`src/rtl/arb_pkg.sv`:
```
// Shared types and constants for the 16-requester round-robin arbiter.
package arb_pkg;

  localparam int N     = 16;
  localparam int SEL_W = 4;

  typedef enum logic {IDLE, GRANT} arb_state_t;
  typedef logic [N-1:0] onehot_t;

  function automatic onehot_t onehot(input logic [SEL_W-1:0] idx);
    onehot_t v;
    v      = '0;
    v[idx] = 1'b1;
    return v;
  endfunction

endpackage

```
`src/rtl/rr_pick.sv`:
```
// Combinational round-robin pick: first set request at or after ptr, wrapping.
module rr_pick
  import arb_pkg::*;
(
  input  logic [N-1:0]     req,
  input  logic [SEL_W-1:0] ptr,
  output logic             any,
  output logic [SEL_W-1:0] sel
);

  logic [2*N-1:0]   dbl;
  logic [N-1:0]     rot;
  logic [SEL_W-1:0] off;

  always_comb begin
    dbl = {req, req};
    // Bit 0 of rot is requester ptr; the doubled vector makes the wrap free.
    rot = dbl[ptr +: N];
    off = '0;
    any = 1'b0;
    for (int unsigned i = 0; i < N; i++) begin
      if (rot[i] && !any) begin
        any = 1'b1;
        off = SEL_W'(i);
      end
    end
    sel = ptr + off;
  end

endmodule

```
`src/rtl/rr_arbiter16.sv`:
```
// Round-robin arbiter, 16 requesters, registered one-hot grant with hold timeout.
module rr_arbiter16
  import arb_pkg::*;
#(
  parameter int MAX_HOLD = 255,
  parameter int CNT_W    = 8
) (
  input  logic        clk,
  input  logic        rst,
  input  logic [15:0] req,
  input  logic        done,
  output logic [15:0] gnt,
  output logic        en,
  output logic        timeout
);

  localparam logic [CNT_W-1:0] HOLD_LAST = CNT_W'(MAX_HOLD - 1);

  arb_state_t       state_q, state_d;
  logic [SEL_W-1:0] ptr_q, ptr_d;
  logic [SEL_W-1:0] sel_q, sel_d;
  logic [CNT_W-1:0] hold_q, hold_d;
  onehot_t          gnt_d;
  logic             en_d, tmo_d;

  logic             pick_any;
  logic [SEL_W-1:0] pick_sel;
  logic             rel_done, rel_wd, rel_to;

  rr_pick u_pick (
    .req (req),
    .ptr (ptr_q),
    .any (pick_any),
    .sel (pick_sel)
  );

  always_comb begin
    state_d  = state_q;
    ptr_d    = ptr_q;
    sel_d    = sel_q;
    hold_d   = hold_q;
    gnt_d    = gnt;
    en_d     = en;
    tmo_d    = 1'b0;
    rel_done = done;
    rel_wd   = !req[sel_q];
    rel_to   = (hold_q == HOLD_LAST);
    case (state_q)
      IDLE: begin
        if (pick_any) begin
          state_d = GRANT;
          sel_d   = pick_sel;
          gnt_d   = onehot(pick_sel);
          en_d    = 1'b1;
          hold_d  = '0;
        end
      end
      GRANT: begin
        if (rel_done || rel_wd || rel_to) begin
          state_d = IDLE;
          gnt_d   = '0;
          en_d    = 1'b0;
          ptr_d   = sel_q + 4'd1;
          tmo_d   = rel_to && !rel_done && !rel_wd;
        end else begin
          hold_d = hold_q + CNT_W'(1);
        end
      end
      default: begin
        state_d = IDLE;
        gnt_d   = '0;
        en_d    = 1'b0;
      end
    endcase
  end

  always_ff @(posedge clk) begin
    if (rst) begin
      state_q <= IDLE;
      ptr_q   <= '0;
      sel_q   <= '0;
      hold_q  <= '0;
      gnt     <= '0;
      en      <= 1'b0;
      timeout <= 1'b0;
    end else begin
      state_q <= state_d;
      ptr_q   <= ptr_d;
      sel_q   <= sel_d;
      hold_q  <= hold_d;
      gnt     <= gnt_d;
      en      <= en_d;
      timeout <= tmo_d;
    end
  end

  a_gnt_onehot0: assert property (@(posedge clk) $onehot0(gnt));
  a_en_matches:  assert property (@(posedge clk) en == (|gnt));

endmodule
```
`config.mk`:
```
export PLATFORM = sky130hd
export DESIGN_NAME = rr_arbiter16
export DESIGN_NICKNAME = d
export VERILOG_FILES = /design/src/rtl/arb_pkg.sv /design/src/rtl/rr_pick.sv /design/src/rtl/rr_arbiter16.sv
export SDC_FILE = /design/constraint.sdc
export NUM_CORES = 1
export LEC_CHECK = 0
export CORE_ASPECT_RATIO = 1.4
export CORE_MARGIN = 2
export CORE_UTILIZATION = 50
export CTS_CLUSTER_DIAMETER = 40
export CTS_CLUSTER_SIZE = 24
export DETAILED_ROUTE_END_ITERATION = 16
export GPL_TIMING_DRIVEN = 1
export HOLD_SLACK_MARGIN = 0.03
export PLACE_DENSITY = 0.7
export SLEW_MARGIN = 5
export SYNTH_ARGS = -nofsm -noshare
export SYNTH_HDL_FRONTEND = slang
export SYNTH_HIERARCHICAL = 1
export SYNTH_SLANG_ARGS = --single-unit
```
`constraint.sdc`:
```
create_clock -name clk -period 9 [get_ports clk]
set_clock_uncertainty 0.05 [all_clocks]
set_input_delay 1.35 -clock clk [delete_from_list [all_inputs] [get_ports clk]]
set_output_delay 1.35 -clock clk [all_outputs]
set_load 0.01 [all_outputs]
```
==> flow_summary.ini <==
[placed_design]
port_buffers = 36
place_ws_ps = 3463
dp_hpwl_mm = 5.507
place.gp.congestion = 0.8565

[global_routing]
grt_max_degree = 34
grt_usage_pct = 21.64
grt_pass1_wl_mm = 11.85
grt_antenna_before_repair = 0
grt_pass1_vias = 2546
gr-total-overflow = 0

[timing]
max_slew_margin_pct = 25.02
finalSetupViolCount = 0
tns_ps = 0
hold_slack_ps = 418.2
finalCritPeriodShare_pct = 58.16
hold_violations = 0
worst_slack_ps = 3766
grt_setup_unrepaired = false
fmaxAchievable_mhz = 191.0
slew_viol_final = 0
period_needed_ps = 5234
tightest_slew_ps = 1123

[setup_path]
path_buf_inv = 3
path_cells = clkdlybuf4s50_1, mux4_1, and2_1, nor3_2, a32oi_1, or3_4, nor4b_2, a211o_1, ha_1, inv_1, fa_1, inv_1, nor3b_1, nand2_1, o21ai_1
r2r_slack_ps = 4170
r2r_end = gnt[6]
r2r_cells = 14
crit_path_frequent_cell = inv_1
worstPathArrival_ps = 5410
crit_required_ps = 9170
cp_slowest_stage_delay_ps = 590
critical_path_class = in -> reg
crit_slowest_cell = mux4_1
cp_max_fo = 7
r2r-start = ptr_q[1]
crit_path_start_kind = input pin
cpLargestDelayFamily = simple AND/OR/NAND/NOR gates
cp-end-kind = flop

[job]
drv_cap = 0

[power]
leakage_uw = 0.001208
ir_worst_vdd_v = 0.0001346
powerDensity_nw_per_um2 = 165.1
p_total_uw = 561.4

[clock_tree]
clock-sinks = 35
post_cts_resized = 0
cts_buffers = 5
cts_hold_buf = 0
clock_latency_ps = 290
h-tree-depth = 2
clockBufferDepth = 2
cts_root_buffer = clkbuf_8
clk_pin_slew_ps = 80
cts_tree = built
cts_setup_buffers = 0

[detailed_routing]
firstDrtPassIters = 4
drtIter0Drc = 170
drt-total-wl_mm = 7.250
wl_per_cell_um = 16.37
vias = 2737
ant_nets = 0
avgViaCountPerCell = 6.178
drc = 0

[yosys]
synth_edf_count = 0
yosys.area.top_type = dfxtp_1
yosys_warnings = 6
syn-num-nets = 375
synthCells = 349
syn_area_per_cell_um2 = 8.579
ys_seq_area_share_pct = 23.40
synth-async-reset-ratio_pct = 0
yosysTopAreaCellShare_pct = 23.40
synthesis.area_um2 = 2994
synth_cell_type_count = 71
synth_ff_type = dfxtp_1
synth-seq-cells = 35
synth_area_leaders = dfxtp_1, mux2i_1, nand2_1, nand2b_1, mux4_2

[worst_hold_path]
holdPathEnd = gnt[2]
min_path_cells = 2
worstHoldPathType = reg -> reg
hold_start = gnt[2]

[die]
io_pins = 37
die_h_um = 95.56
chipWidth_um = 69.40
coreArea_um2 = 5822
rows = 33
start_util_pct = 51.43
fp.dieArea_um2 = 6632

[final_layout]
layout-drive-gt1-share_pct = 11.26
n_antenna_cell = 0
nets = 398
synthToLayoutAreaGrowth_pct = 13.58

[run_status]
status = complete, no violations
cell families after synthesis:
logic type | after synthesis | synth area share [%]
simple gates | 135 | 23.53
compound gates | 89 | 21.40
mux | 49 | 21.56
flops | 35 | 23.40
buf+inv | 29 | 5.474
fa+ha+maj | 7 | 3.176
xor+xnor | 5 | 1.463
placed cells by master, fill, tap and decap left out, drive strengths merged, types with 5 or more instances in the layout:
| master | Yosys | layout |
|---|---|---|
| nand2 | 48 | 48 |
| mux2i | 27 | 27 |
| inv | 7 | 7 |
| clkdlybuf4s50 | 0 | 36 |
| nor2 | 17 | 17 |
| o21ai | 27 | 27 |
| mux4 | 10 | 10 |
| a21oi | 16 | 16 |
| ha | 6 | 6 |
| nand2b | 22 | 22 |
| dfxtp | 35 | 35 |
| mux2 | 12 | 12 |
| nand4 | 6 | 6 |
| clkbuf | 9 | 6 |
| nor3 | 5 | 5 |
| and3 | 8 | 8 |
| nand3 | 9 | 9 |
routing by layer:
metal | vias to the layer above | part of all wire [%] | global-route usage (%)
li1 | 1342 | - | -
met1 | 1334 | 41 | 25.39
met2 | 49 | 55 | 40.95
met3 | 12 | 2.6 | 2.220
met4 | 0 | 1.5 | 7.353
met5 | - | 0 | 0
worst max-delay path by stage:
stage / end / from / depth (start not counted) / slack, ps
after floorplan: gnt[5] / req[2] / 15 / 4580
after global placement: gnt[2] / req[2] / 15 / 3580
after detailed placement: gnt[6] / req[2] / 15 / 3460
after CTS: gnt[6] / req[2] / 15 / 3770
after global routing: gnt[10] / req[12] / 17 / 3470
final: gnt[6] / req[2] / 15 / 3770
flip-flops by register name, indices dropped and copies added, names as in the netlist:
name / count
gnt: 16
hold_q: 8
ptr_q: 4
sel_q: 4
en: 1
state_q: 1
timeout: 1
power by group:
group,switching (µW),internal (µW)
logic,135,117
registers,30.8,168
clock network,56.0,54.1
total,222,339
cell type report:
type                    instances  area [µm²]
multi-input cells             285        2130
flip-flops and latches         35       700.7
inverters                       8       30.03
repair buffers                 37       367.9
fillers                       536        2421
well taps                      70       87.58
clock buffers                   6       72.57
clock inverters                 2       12.51
synthesized netlist by cell type (all sizes together) (2+ instances only):
library cell,instances
nand2,48
dfxtp,35
mux2i,27
o21ai,27
nand2b,22
nor2,17
a21oi,16
buf,12
mux2,12
mux4,10
clkbuf,9
nand3,9
and3,8
inv,7
ha,6
nand4,6
nor3,5
a211oi,4
a31o,4
o21a,4
a31oi,3
and2,3
nor2b,3
nor3b,3
o22ai,3
xnor2,3
a211o,2
a21boi,2
a21o,2
a2bb2oi,2
and4,2
nor4b,2
o2111ai,2
o211a,2
o21bai,2
or2,2
or3,2
xor2,2
tightest hold or removal path: cells and delay by family, from the launching register on:
| family | cells | cell delay (ps) |
|---|---|---|
| AO/OA/AOI/OAI | 1 | 50 |
| flip-flops | 1 | 310 |
| AND/OR/NAND/NOR | 1 | 60 |
per-stage QoR:
step / utilization [%] / area, µm² / instances
2_1_floorplan: - / 2994 / 349
5_1_grt: 58.41 / 3401 / 443
4_1_cts: 58.41 / 3401 / 443
3_5_place_dp: 56.95 / 3316 / 435
6_report: 58.41 / 3401 / 443
3_3_place_gp: 56.95 / 3316 / 435
Note: power is estimated with default switching activity, not from simulation.
